## src/rtl/bus_arbiter.sv

```systemverilog
// Two-port CPU memory bus arbiter: instruction fetch (I) vs data load/store (D).
// Latency: request to mem_start 1 cycle; done/q routed back combinationally with mem_done.
// Backpressure: a losing requester stays pending until the next IDLE cycle; no abort once granted.
module bus_arbiter #(
  parameter int RR_MODE = 0,
  parameter int ADDR_W  = 32,
  parameter int DATA_W  = 32
) (
  input  logic              clk,
  input  logic              reset,
  input  logic [ADDR_W-1:0] i_addr,
  input  logic [DATA_W-1:0] i_data,
  input  logic              i_we,
  input  logic              i_start,
  output logic [DATA_W-1:0] i_q,
  output logic              i_done,
  input  logic [ADDR_W-1:0] d_addr,
  input  logic [DATA_W-1:0] d_data,
  input  logic              d_we,
  input  logic              d_start,
  output logic [DATA_W-1:0] d_q,
  output logic              d_done,
  output logic [ADDR_W-1:0] mem_addr,
  output logic [DATA_W-1:0] mem_data,
  output logic              mem_we,
  output logic              mem_start,
  input  logic [DATA_W-1:0] mem_q,
  input  logic              mem_done,
  output logic [1:0]        grant,
  output logic              busy
);

  typedef enum logic [1:0] {
    IDLE   = 2'd0,
    BUSY_I = 2'd1,
    BUSY_D = 2'd2
  } state_t;

  state_t              r_state;
  state_t              w_next;
  logic                w_take_i;
  logic                w_take_d;
  logic                r_last_d;   // 1 when D was granted most recently (round-robin pointer)
  logic [ADDR_W-1:0]   r_addr;
  logic [DATA_W-1:0]   r_data;
  logic                r_we;
  logic                r_start;
  logic [1:0]          r_grant;
  logic                w_i_done;
  logic                w_d_done;

  // Next-state and winner selection; grants are only decided from IDLE
  always_comb begin
    w_next   = r_state;
    w_take_i = 1'b0;
    w_take_d = 1'b0;
    case (r_state)
      IDLE: begin
        if (i_start && d_start) begin
          if (RR_MODE != 0 && r_last_d) begin
            w_take_i = 1'b1;
          end else begin
            w_take_d = 1'b1;
          end
        end else if (i_start) begin
          w_take_i = 1'b1;
        end else if (d_start) begin
          w_take_d = 1'b1;
        end
        if (w_take_i) begin
          w_next = BUSY_I;
        end else if (w_take_d) begin
          w_next = BUSY_D;
        end
      end
      BUSY_I, BUSY_D: begin
        if (mem_done) begin
          w_next = IDLE;
        end
      end
      default: w_next = IDLE;
    endcase
  end

  // State register
  always_ff @(posedge clk or posedge reset) begin
    if (reset) begin
      r_state <= IDLE;
    end else begin
      r_state <= w_next;
    end
  end

  // Downstream request registers: captured on grant, frozen while busy, released on mem_done
  always_ff @(posedge clk or posedge reset) begin
    if (reset) begin
      r_addr   <= '0;
      r_data   <= '0;
      r_we     <= 1'b0;
      r_start  <= 1'b0;
      r_grant  <= 2'b00;
      r_last_d <= 1'b0;
    end else if (w_take_i) begin
      r_addr  <= i_addr;
      r_data  <= i_data;
      r_we    <= i_we;
      r_start <= 1'b1;
      r_grant <= 2'b01;
      if (RR_MODE != 0) begin
        r_last_d <= 1'b0;
      end
    end else if (w_take_d) begin
      r_addr  <= d_addr;
      r_data  <= d_data;
      r_we    <= d_we;
      r_start <= 1'b1;
      r_grant <= 2'b10;
      if (RR_MODE != 0) begin
        r_last_d <= 1'b1;
      end
    end else if (r_state != IDLE && mem_done) begin
      r_start <= 1'b0;
      r_grant <= 2'b00;
    end
  end

  // Completion routing: grant is 00 in IDLE, so a stale mem_done reaches nobody
  assign w_i_done  = mem_done && r_grant[0];
  assign w_d_done  = mem_done && r_grant[1];
  assign i_done    = w_i_done;
  assign d_done    = w_d_done;
  assign i_q       = w_i_done ? mem_q : '0;
  assign d_q       = w_d_done ? mem_q : '0;

  assign mem_addr  = r_addr;
  assign mem_data  = r_data;
  assign mem_we    = r_we;
  assign mem_start = r_start;
  assign grant     = r_grant;
  assign busy      = (r_state != IDLE);

endmodule

```

## config.mk

```make
export PLATFORM = sky130hd
export DESIGN_NAME = bus_arbiter
export DESIGN_NICKNAME = d
export VERILOG_FILES = /design/src/rtl/bus_arbiter.sv
export SDC_FILE = /design/constraint.sdc
export NUM_CORES = 1
export LEC_CHECK = 0
export CELL_PAD_IN_SITES_DETAIL_PLACEMENT = 0
export CELL_PAD_IN_SITES_GLOBAL_PLACEMENT = 2
export CORE_MARGIN = 4
export CORE_UTILIZATION = 19
export DETAILED_ROUTE_END_ITERATION = 8
export PLACE_DENSITY_LB_ADDON = 0.25
export SLEW_MARGIN = 20
export SYNTH_ARGS = -nofsm -noshare
export SYNTH_HDL_FRONTEND = slang
export SYNTH_SLANG_ARGS = --single-unit
```

## constraint.sdc

```tcl
create_clock -name clk -period 2.77 [get_ports clk]
set_input_delay 0.554 -clock clk [delete_from_list [all_inputs] [get_ports clk]]
set_output_delay 0.554 -clock clk [all_outputs]
set_load 0.01 [all_outputs]
```

## After elaboration in Yosys (flattened, before gate mapping)

Index checks and enable logic that the tools add are counted.

| operators by class | value |
|---|---|
| equal/unequal tests | 4 |
| mux-type cells | 27 |
| reduce and logical (&&, ||, !) cells | 10 |

Operators with widths:

| cell | number |
|---|---|
| two-way mux 32 bit | 6 |
| two-way mux 1 bit | 14 |
| two-way mux 2 bit | 6 |
| logical AND 1 bit | 4 |
| one-hot mux 2 bit (2 select lines) | 1 |
| nonzero test 2 bit | 2 |
| inequality test 3 x 1 -> 1 bit (second input constant) | 1 |
| nonzero test 3 bit | 1 |
| equality test 2 x 1 -> 1 bit (second input constant) | 1 |
| equality test 2 bit (second input constant) | 1 |
| logical NOT 2 bit | 1 |
| inequality test 2 bit (second input constant) | 1 |
| AND reduction 2 bit | 1 |
| OR reduction 2 bit | 1 |

| word-level totals | value |
|---|---|
| flip-flop bits (word level) | 70 |
| input port bits | 167 |
| output and inout bits | 135 |
| word-level logic and storage cells | 47 |

## Depth between registers and ports, before layout

Gate-level depths: netlist (run 1).

| logic depth | value |
|---|---|
| word-level depth | 7 |
| mapped depth | 7 |
| mapped depth without buffers | 5 |

## Worst setup path after synthesis (run 1)

OpenSTA, ideal clock, no wires.

| path | value |
|---|---|
| path type | in2out |
| start | in mem_done |
| end | out d_q[14] |
| arrival time | 1.108 ns |
| data required time | 2.216 ns |
| slack | 1.108 ns |
| stages | 3 |
| path buffers | 2 |
| path through | buf_2 > clkbuf_1 > and3_1 |

| on the way | value |
|---|---|
| word-level cells in the longest chain between the ends | 2 |

Ends and longest elaborated chain:

| element | RTL line | RTL |
|---|---|---|
| from (decl) | 28 | `input logic mem_done,` |
| logical AND 1 bit | 129 | `assign w_d_done = mem_done && r_grant[1];` |
| two-way mux 32 bit | 133 | `assign d_q = w_d_done ? mem_q : '0;` |
| to (decl) | 21 | `output logic [DATA_W-1:0] d_q,` |

Every way passes these cells.

## Worst setup path after layout (run 1)

| path | value |
|---|---|
| start | in mem_done |
| end | out i_q[29] |

| on the way | value |
|---|---|
| word-level cells in the longest chain between the ends | 2 |

Ends and longest elaborated chain:

| element | RTL line | RTL |
|---|---|---|
| logical AND 1 bit | 128 | `assign w_i_done = mem_done && r_grant[0];` |
| two-way mux 32 bit | 132 | `assign i_q = w_i_done ? mem_q : '0;` |
| to (decl) | 15 | `output logic [DATA_W-1:0] i_q,` |

Every way passes these cells.

==> key figures, run 1 <==
Timing
  • Fmax: ~380 MHz
  • Max Slew Vio Count: 0
  • Layout Skew: roughly 7.0 ps
  • Fin. Hold Viols: 0
  • Relative slew slack: between 30% and 40%
  • Setup TNS: 0 ps
  • Tcrit/Tclk final: between 90% and 100%
  • Tmin final: 2640 ps
  • Worst hold margin: approximately 490 ps
  • RSZ-0062 raised after global routing: no
  • Worst Max-Slew Pin Slew: between 1000 and 1500 ps
  • Final Setup Violations: 0

Place
  • Placed cell areas: about 0.0077 mm^2
  • Port bufs: roughly 300
  • Dpl hpwl: between 10000 and 15000 um
  • Placed insts: slightly above 1000
  • Gpl congestion: around 0.77

Drt
  • DR DRC count: 0
  • Avg WL per Cell: between 15 and 20 um
  • Via density: between 4 and 5
  • Wirelength, routed: between 15000 and 20000 um
  • Via count: approximately 4700
  • Initial DRC count: 188
  • Post-DRT Antenna Nets: 0
  • Pre-antenna DRT Iters: 4

Clock tree
  • Clk_lat worst skew: ~340 ps
  • Clock root buffer: clkbuf_16
  • Cts repair resizes: 0
  • # clock sinks: 70
  • Reg clk slew, reported paths: 60 ps
  • H-tree lvl count: 3
  • CTS buffer count: 9
  • Clock tree buffer depth: 2
  • Post-CTS Setup Repair Bufs: 0
  • CTS tree: yes
  • CTS Hold Buffers Added: 0

Pwr
  • Lkg Pwr: approximately 0.0033 uW
  • Peak supply drop: about 0.45 mV
  • PD cells: roughly 910 mW/mm^2

Floorplanning
  • IO Count: just over 300
  • Starting density of the core: approximately a fifth
  • Row Count: 55
  • Die W: around 160 um
  • Chip height: around 160 um
  • Die footprint: roughly 0.026 mm^2
  • Core area: approximately 0.023 mm^2

Yosys
  • Synth Area in XOR/XNOR: 0%
  • Area contributors post-synth: dfrtp_1 (40%), and3_1 (9.1%), o22ai_2 (8.5%), a2bb2oi_2 (6.8%), nand2_1 (5.9%)
  • Synth unique cells: 27
  • Post-synthesis mux area share: 0%
  • Seq/Total Area, Yosys: between 30% and 40%
  • Post-synth net total: around 640
  • Yosys warns: 0
  • Seq cells post-synth: 70
  • Syn Inst Count: 468
  • Adder-cell share of the synthesized area: less than 1%
  • Avg Inst Size Synth: around 9.4 um^2
  • Post-Syn Area: ~0.0044 mm^2
  • Simple-gate share of the synthesized area: between 20% and 30%
  • Yosys top cell area share: 39.8%
  • Main combinational cell family by area after synthesis: compound AO/OA/AOI/OAI gates
  • Synth Area in Compound Gates: between 20% and 30%
  • Synth area leader: dfrtp_1

Finish
  • Finished Cell Area: 0.00797 mm^2
  • Fillers: 2322
  • Layout Utilization: between 30% and 40%
  • Synth-to-Final Area Change: 81.0%
  • Layout Nets: 915
  • Final instance count without filler cells: ~1000
  • Fraction of layout cells with a size suffix above 1: a little under an eighth

Global route
  • First-pass GRT wire length: about 30000 um
  • Total track usage: roughly 15%
  • Initial antenna violation count: 1
  • Largest net degree at the start of global routing: 104
  • Global route overflow: 0
  • Vias in the first global route: roughly 5000

Run status
  • Status: finished clean

Flow run
  • Max_cap viols: 0

Worst hold path
  • HP Class: reg2reg

Critical path
  • Crit Path Max Fanout: 70
  • Startpoint class of the critical path: input port
  • Worst Path Arrival: around 2100 ps
  • CP Data Required Time: about 2200 ps
  • Setup Crit Path Kind: in2out
  • Critical path capture point type: output port
[stage by stage]
stage               setup WS, ps  total power (uW)
finish                       133              7250
global route                54.3              7810
CTS                          126              7400
detailed placement           130              6190
global placement             149              6130
floorplan                    448              4090
[area by class of cell]
type	instances	area [um^2]	area share, %
clock inverter	5	52.6	0.659
tap	285	357	4.47
timing repair buffer	316	3190	40.0
multi-input combinational	345	2370	29.8
antenna	1	2.50	0.0314
inverter	5	20.0	0.251
clock buffer	9	225	2.83
sequential	70	1750	22.0
[report_power, final]
group          switching [uW]  total [uW]  internal, uW  leakage [uW]
Sequential                467        2010          1540      0.000821
Clock                     459        1140           683      0.000137
Combinational            1940        4100          2160       0.00234
Total                    2870        7250          4380       0.00330
[logic make-up (layout without fill, tap and decap cells)]
logic type               Yosys count  after routing
other                              0              1
buffers and inverters             53            335
AO/OA/AOI/OAI                    139            139
flip-flops                        70             70
AND/OR/NAND/NOR                  205            205
adder cells (fa/ha/maj)            1              1
[placed cells by master (no fill, tap or decap), types with 13 or more instances in the layout]
cell type,instances
o22ai_1,32
and3_1,64
clkdlybuf4s50_1,301
a2bb2oi_1,13
a22oi_1,33
nor2_1,32
nand2_1,68
nand2b_1,33
o22ai_2,30
dfrtp_1,70
a2bb2oi_2,20
[registers in the layout, indices dropped and copies added, names as in the netlist]
name	count
mem_addr	32
mem_we	1
mem_data	32
mem_start	1
grant	2
r_state	2
[Yosys cell counts, drive strengths merged]
cell and count:
o21ai 3, nand2b 34, nor2 33, and2 3, a221o 1, nand2 69
buf 33, nor2b 1, a21oi 4, a2bb2oi 33, o22ai 62, dfrtp 70
clkbuf 15, a22oi 33, and3 64, o2bb2ai 2, inv 5, ha 1
or2 1, a22o 1
[critical path, cell delays in order]
cell and delay, ps:
clkdlybuf4s50_1 510, buf_12 240, and3_1 190, clkdlybuf4s50_1 570
[worst paths after layout]
check                      slack, ps  depth (start not counted)                       end                    from
min in group asynchronous        630                          3  mem_addr[11]$_DFFE_PP0P_                   reset
max reg2reg                      890                          7  mem_addr[30]$_DFFE_PP0P_  r_state[0]$_DFFE_PP0P_
max                              130                          4                   i_q[29]                mem_done
min reg2reg                      490                          1      grant[0]$_DFFE_PP0P_    grant[0]$_DFFE_PP0P_
max in group asynchronous       1820                          3   mem_addr[0]$_DFFE_PP0P_                   reset
min                              490                          1      grant[0]$_DFFE_PP0P_    grant[0]$_DFFE_PP0P_
[routing by layer]
layer / part of all wire, % / track usage, %
met3: 7.8 / 5.55
met4: 2.0 / 4.11
met2: 49 / 24.5
met5: 0 / 0
met1: 42 / 17.3
No activity file was read; power rests on OpenSTA's default activity.
==> run 2: changes to the inputs <==
Settings changed: ABC_AREA from default to 1, CORE_UTILIZATION 19 to 17.
==> run 2 against run 1 <==
Sequential power down 8%. Sequential share of layout area down 0.43 points. Count of clock-buffer cells in the layout up 1. Synthesized cell count up 52%. Highest routed layer unchanged. Clock power up 9.6%. Register-to-register slack better by 30 ps. Critical path depth up 1. Design area up 2.0%. Largest power group unchanged. Die area up 13%. Flip-flop and latch count unchanged. Critical endpoint is now i_q[17].
==> key figures, run 2 <==
Floorplanning
  • Die W: 171 um (+6.5%)
  • Row Count: 59 (+7.3%)
  • Core area: 0.0261 mm^2 (+15%)
  • Chip height: 171 um (+6.5%)
  • Starting density of the core: 17.2% (-2.1 points)
  • IO Count: 302 (unchanged)
  • Die footprint: 0.0291 mm^2 (+13%)

Yosys
  • Asr flop ratio synth: 100% (unchanged)
  • Area contributors post-synth: dfrtp_1 (39%), nand2_1 (23%), nand4_1 (9.2%), inv_1 (8.4%), nand3_1 (7.2%)
  • Post-Syn Area: 0.00449 mm^2 (+2.1%)
  • Most common cell in the netlist: nand2_1
  • Seq/Total Area, Yosys: 39.0% (-0.81 points)
  • Top cells by count, synth: nand2_1 (273), inv_1 (100), dfrtp_1 (70)
  • Synth area leader: dfrtp_1
  • Post-synth net total: 879 (+38%)
  • Synth unique cells: 16 (-41%)
  • Seq cells post-synth: 70 (unchanged)
  • Yosys warns: 0 (unchanged)
  • Main synth FF type: dfrtp_1
  • Post-synth EDFFs: 0 (unchanged)
  • Avg Inst Size Synth: 6.32 um^2 (-33%)
  • Syn Inst Count: 711 (+52%)
  • Yosys top cell area share: 39.0% (-0.81 points)

Drt
  • Pre-antenna DRT Iters: 4 (unchanged)
  • DR DRC count: 0 (unchanged)
  • Via density: 4.06 (-10%)
  • Post-DRT Antenna Nets: 0 (unchanged)
  • Initial DRC count: 235 (+25%)
  • Wirelength, routed: 21200 um (+10%)
  • Via count: 5353 (+14%)
  • Avg WL per Cell: 16.1 um (-13%)

Critical path
  • CP Data Required Time: 2220 ps (about the same)
  • Worst Path Arrival: 2060 ps (-20 ps)
  • Startpoint class of the critical path: input port
  • Critical path capture point type: output port
  • Crit Path Max Fanout: 19 (-73%)
  • Setup Crit Path Kind: in2out

Timing
  • Fin. Hold Viols: 0 (unchanged)
  • Setup TNS: 0 ps (unchanged)
  • Worst Max-Slew Pin Slew: 826 ps (-201 ps)
  • Relative slew slack: 44.9% (+13 points)
  • Min setup slack post-route: 152 ps (+19.8 ps)
  • RSZ-0062 raised after global routing: no
  • Fmax: 382 MHz (+0.76%)
  • Layout Skew: 10.3 ps (+3.23 ps)
  • Tmin final: 2620 ps (-19.8 ps)
  • Tcrit/Tclk final: 94.5% (-0.72 points)
  • Max Slew Vio Count: 0 (unchanged)
  • Final Setup Violations: 0 (unchanged)

Global route
  • Global route overflow: 0 (unchanged)
  • GR Layer Usage met1: 18.2% (+0.90 points)
  • Top Usage Layer GRT: met2
  • First-pass GRT wire length: 31700 um (+5.8%)
  • GR Util met2: 23.5% (-1.1 points)
  • Largest net degree at the start of global routing: 79 (-24%)
  • Met3 Track Usage GR: 3.93% (-1.6 points)
  • Vias in the first global route: 5241 (+3.8%)
  • Initial antenna violation count: 0 (-1)
  • Total track usage: 14.0% (-0.58 points)

Place
  • Port bufs: 301 (unchanged)
  • Gpl congestion: 0.792 (+3.2%)
  • Dpl hpwl: 14900 um (+8.7%)
  • Pre-CTS WS: 136 ps (+5.64 ps)
  • Placed cell areas: 0.00782 mm^2 (+1.6%)

Pwr
  • Pint: 4210 uW (-4.1%)
  • Comb power frac: 56.2% (-0.3 points)
  • Total Power: 7040 uW (-3.0%)
  • Sequential share of power: 26.1% (-1.6 points)
  • Switch share: 40.2% (+0.67 points)
  • PD cells: 865 mW/mm^2 (-4.9%)
  • Clock power share: 17.8% (+2.1 points)
  • Peak supply drop: 0.602 mV (+34%)
  • Psw: 2830 uW (-1.3%)
  • Lkg Pwr: 0.00405 uW (+23%)

Finish
  • Finished Cell Area: 0.00813 mm^2 (+2.0%)
  • Fraction of layout cells with a size suffix above 1: 4.17% (-7.3 points)
  • Fillers: 2865 (+23%)
  • Most common cell after layout, fill and taps aside: clkdlybuf4s50_1
  • Layout Utilization: 31.2% (-3.9 points)
  • Leading cell types in the layout, fill and taps excluded: clkdlybuf4s50_1 (299), nand2_1 (273), inv_1 (99)
  • N_diodes: 0 (-1)
  • Synth-to-Final Area Change: 80.9% (about the same)
  • FF+latch area: 0.00175 mm^2 (unchanged)
  • Layout Nets: 1148 (+25%)
  • Multi-input gate area in the final layout: 0.00208 mm^2 (-12%)

Flow run
  • Max_cap viols: 0 (unchanged)

Clock tree
  • CTS Hold Buffers Added: 0 (unchanged)
  • H-tree lvl count: 3 (unchanged)
  • Clk_lat worst skew: 340 ps (about the same)
  • CTS tree: yes
  • CTS buffer count: 9 (unchanged)
  • Clock tree buffer depth: 2 (unchanged)
  • Clock root buffer: clkbuf_16
  • Reg clk slew, reported paths: 60 ps (about the same)
  • # clock sinks: 70 (unchanged)
  • Post-CTS Setup Repair Bufs: 0 (unchanged)
  • Cts repair resizes: 0 (unchanged)

Run status
  • Status: finished clean

Worst hold path
  • HP Class: reg2reg
-- run 2: cell count changes after synthesis, sizes merged, moves of 4 or more --
cell     before  now
nand4         0   66
o22ai        62    0
a21oi         4    0
nand2        69  273
nor2         33   67
nand3         0   66
inv           5  106
and3         64    0
buf          33   43
nand2b       34    0
a22oi        33    0
a2bb2oi      33    0
-- run 2: layer usage --
metal,share of wire [%],wire length (um)
met2,49,10300
met1,43,9050
met4,1.0,211
met5,0,0
met3,7.6,1610
-- run 2: cell families after synthesis --
logic type      after synthesis  synth area share [%]
simple gates                472                  45.0
buf+inv                     164                  15.2
flops                        70                  39.0
compound gates                4                 0.529
fa+ha+maj                     1                 0.278
-- run 2: metrics by stage --
step	instances	hold WS [ps]
after floorplan	711	442
after global routing	1319	489
final	1319	473
after CTS	1319	481
after detailed placement	1304	464
after global placement	1304	458
-- run 2: worst max-delay path: stages --
cell	delay (ps)
clkdlybuf4s50_1	510
nand2_1	80
buf_4	210
nor2_1	130
clkdlybuf4s50_1	560
-- run 2: final timing paths --
kind | from | endpoint | slack, ps | cells past startpoint
setup / recovery | mem_done | i_q[17] | 150 | 5
hold / removal | mem_addr[7]$_DFFE_PP0P_ | mem_addr[7]$_DFFE_PP0P_ | 470 | 2
setup reg to reg | r_state[0]$_DFFE_PP0P_ | mem_addr[31]$_DFFE_PP0P_ | 920 | 7
hold reg to reg | mem_addr[7]$_DFFE_PP0P_ | mem_addr[7]$_DFFE_PP0P_ | 470 | 2
max in group asynchronous | reset | mem_data[27]$_DFFE_PP0P_ | 1570 | 3
min in group asynchronous | reset | mem_data[19]$_DFFE_PP0P_ | 600 | 2
-- run 2: power groups by stage --
stage | Clock [uW] | Combinational (uW) | Sequential, uW
floorplan | 0 | 1690 | 2060
global placement | 0 | 4070 | 1840
detailed placement | 0 | 4060 | 1840
CTS | 1300 | 4060 | 1840
global route | 1350 | 4370 | 1910
finish | 1250 | 3950 | 1840
-- run 2: cell type report --
class / count / share of cell area (%)
clock inverters: 5 / 1.05
well taps: 335 / 5.16
repair buffers: 316 / 38.9
inverters: 106 / 4.91
multi-input cells: 477 / 25.6
clock buffers: 10 / 2.82
flip-flops and latches: 70 / 21.5
==> run 3: changes to the inputs <==
Settings changed: CTS_CLUSTER_SIZE from default to 40.
==> results of run 3 <==
The final DEF is identical to that of run 2; final timing and power are the same.
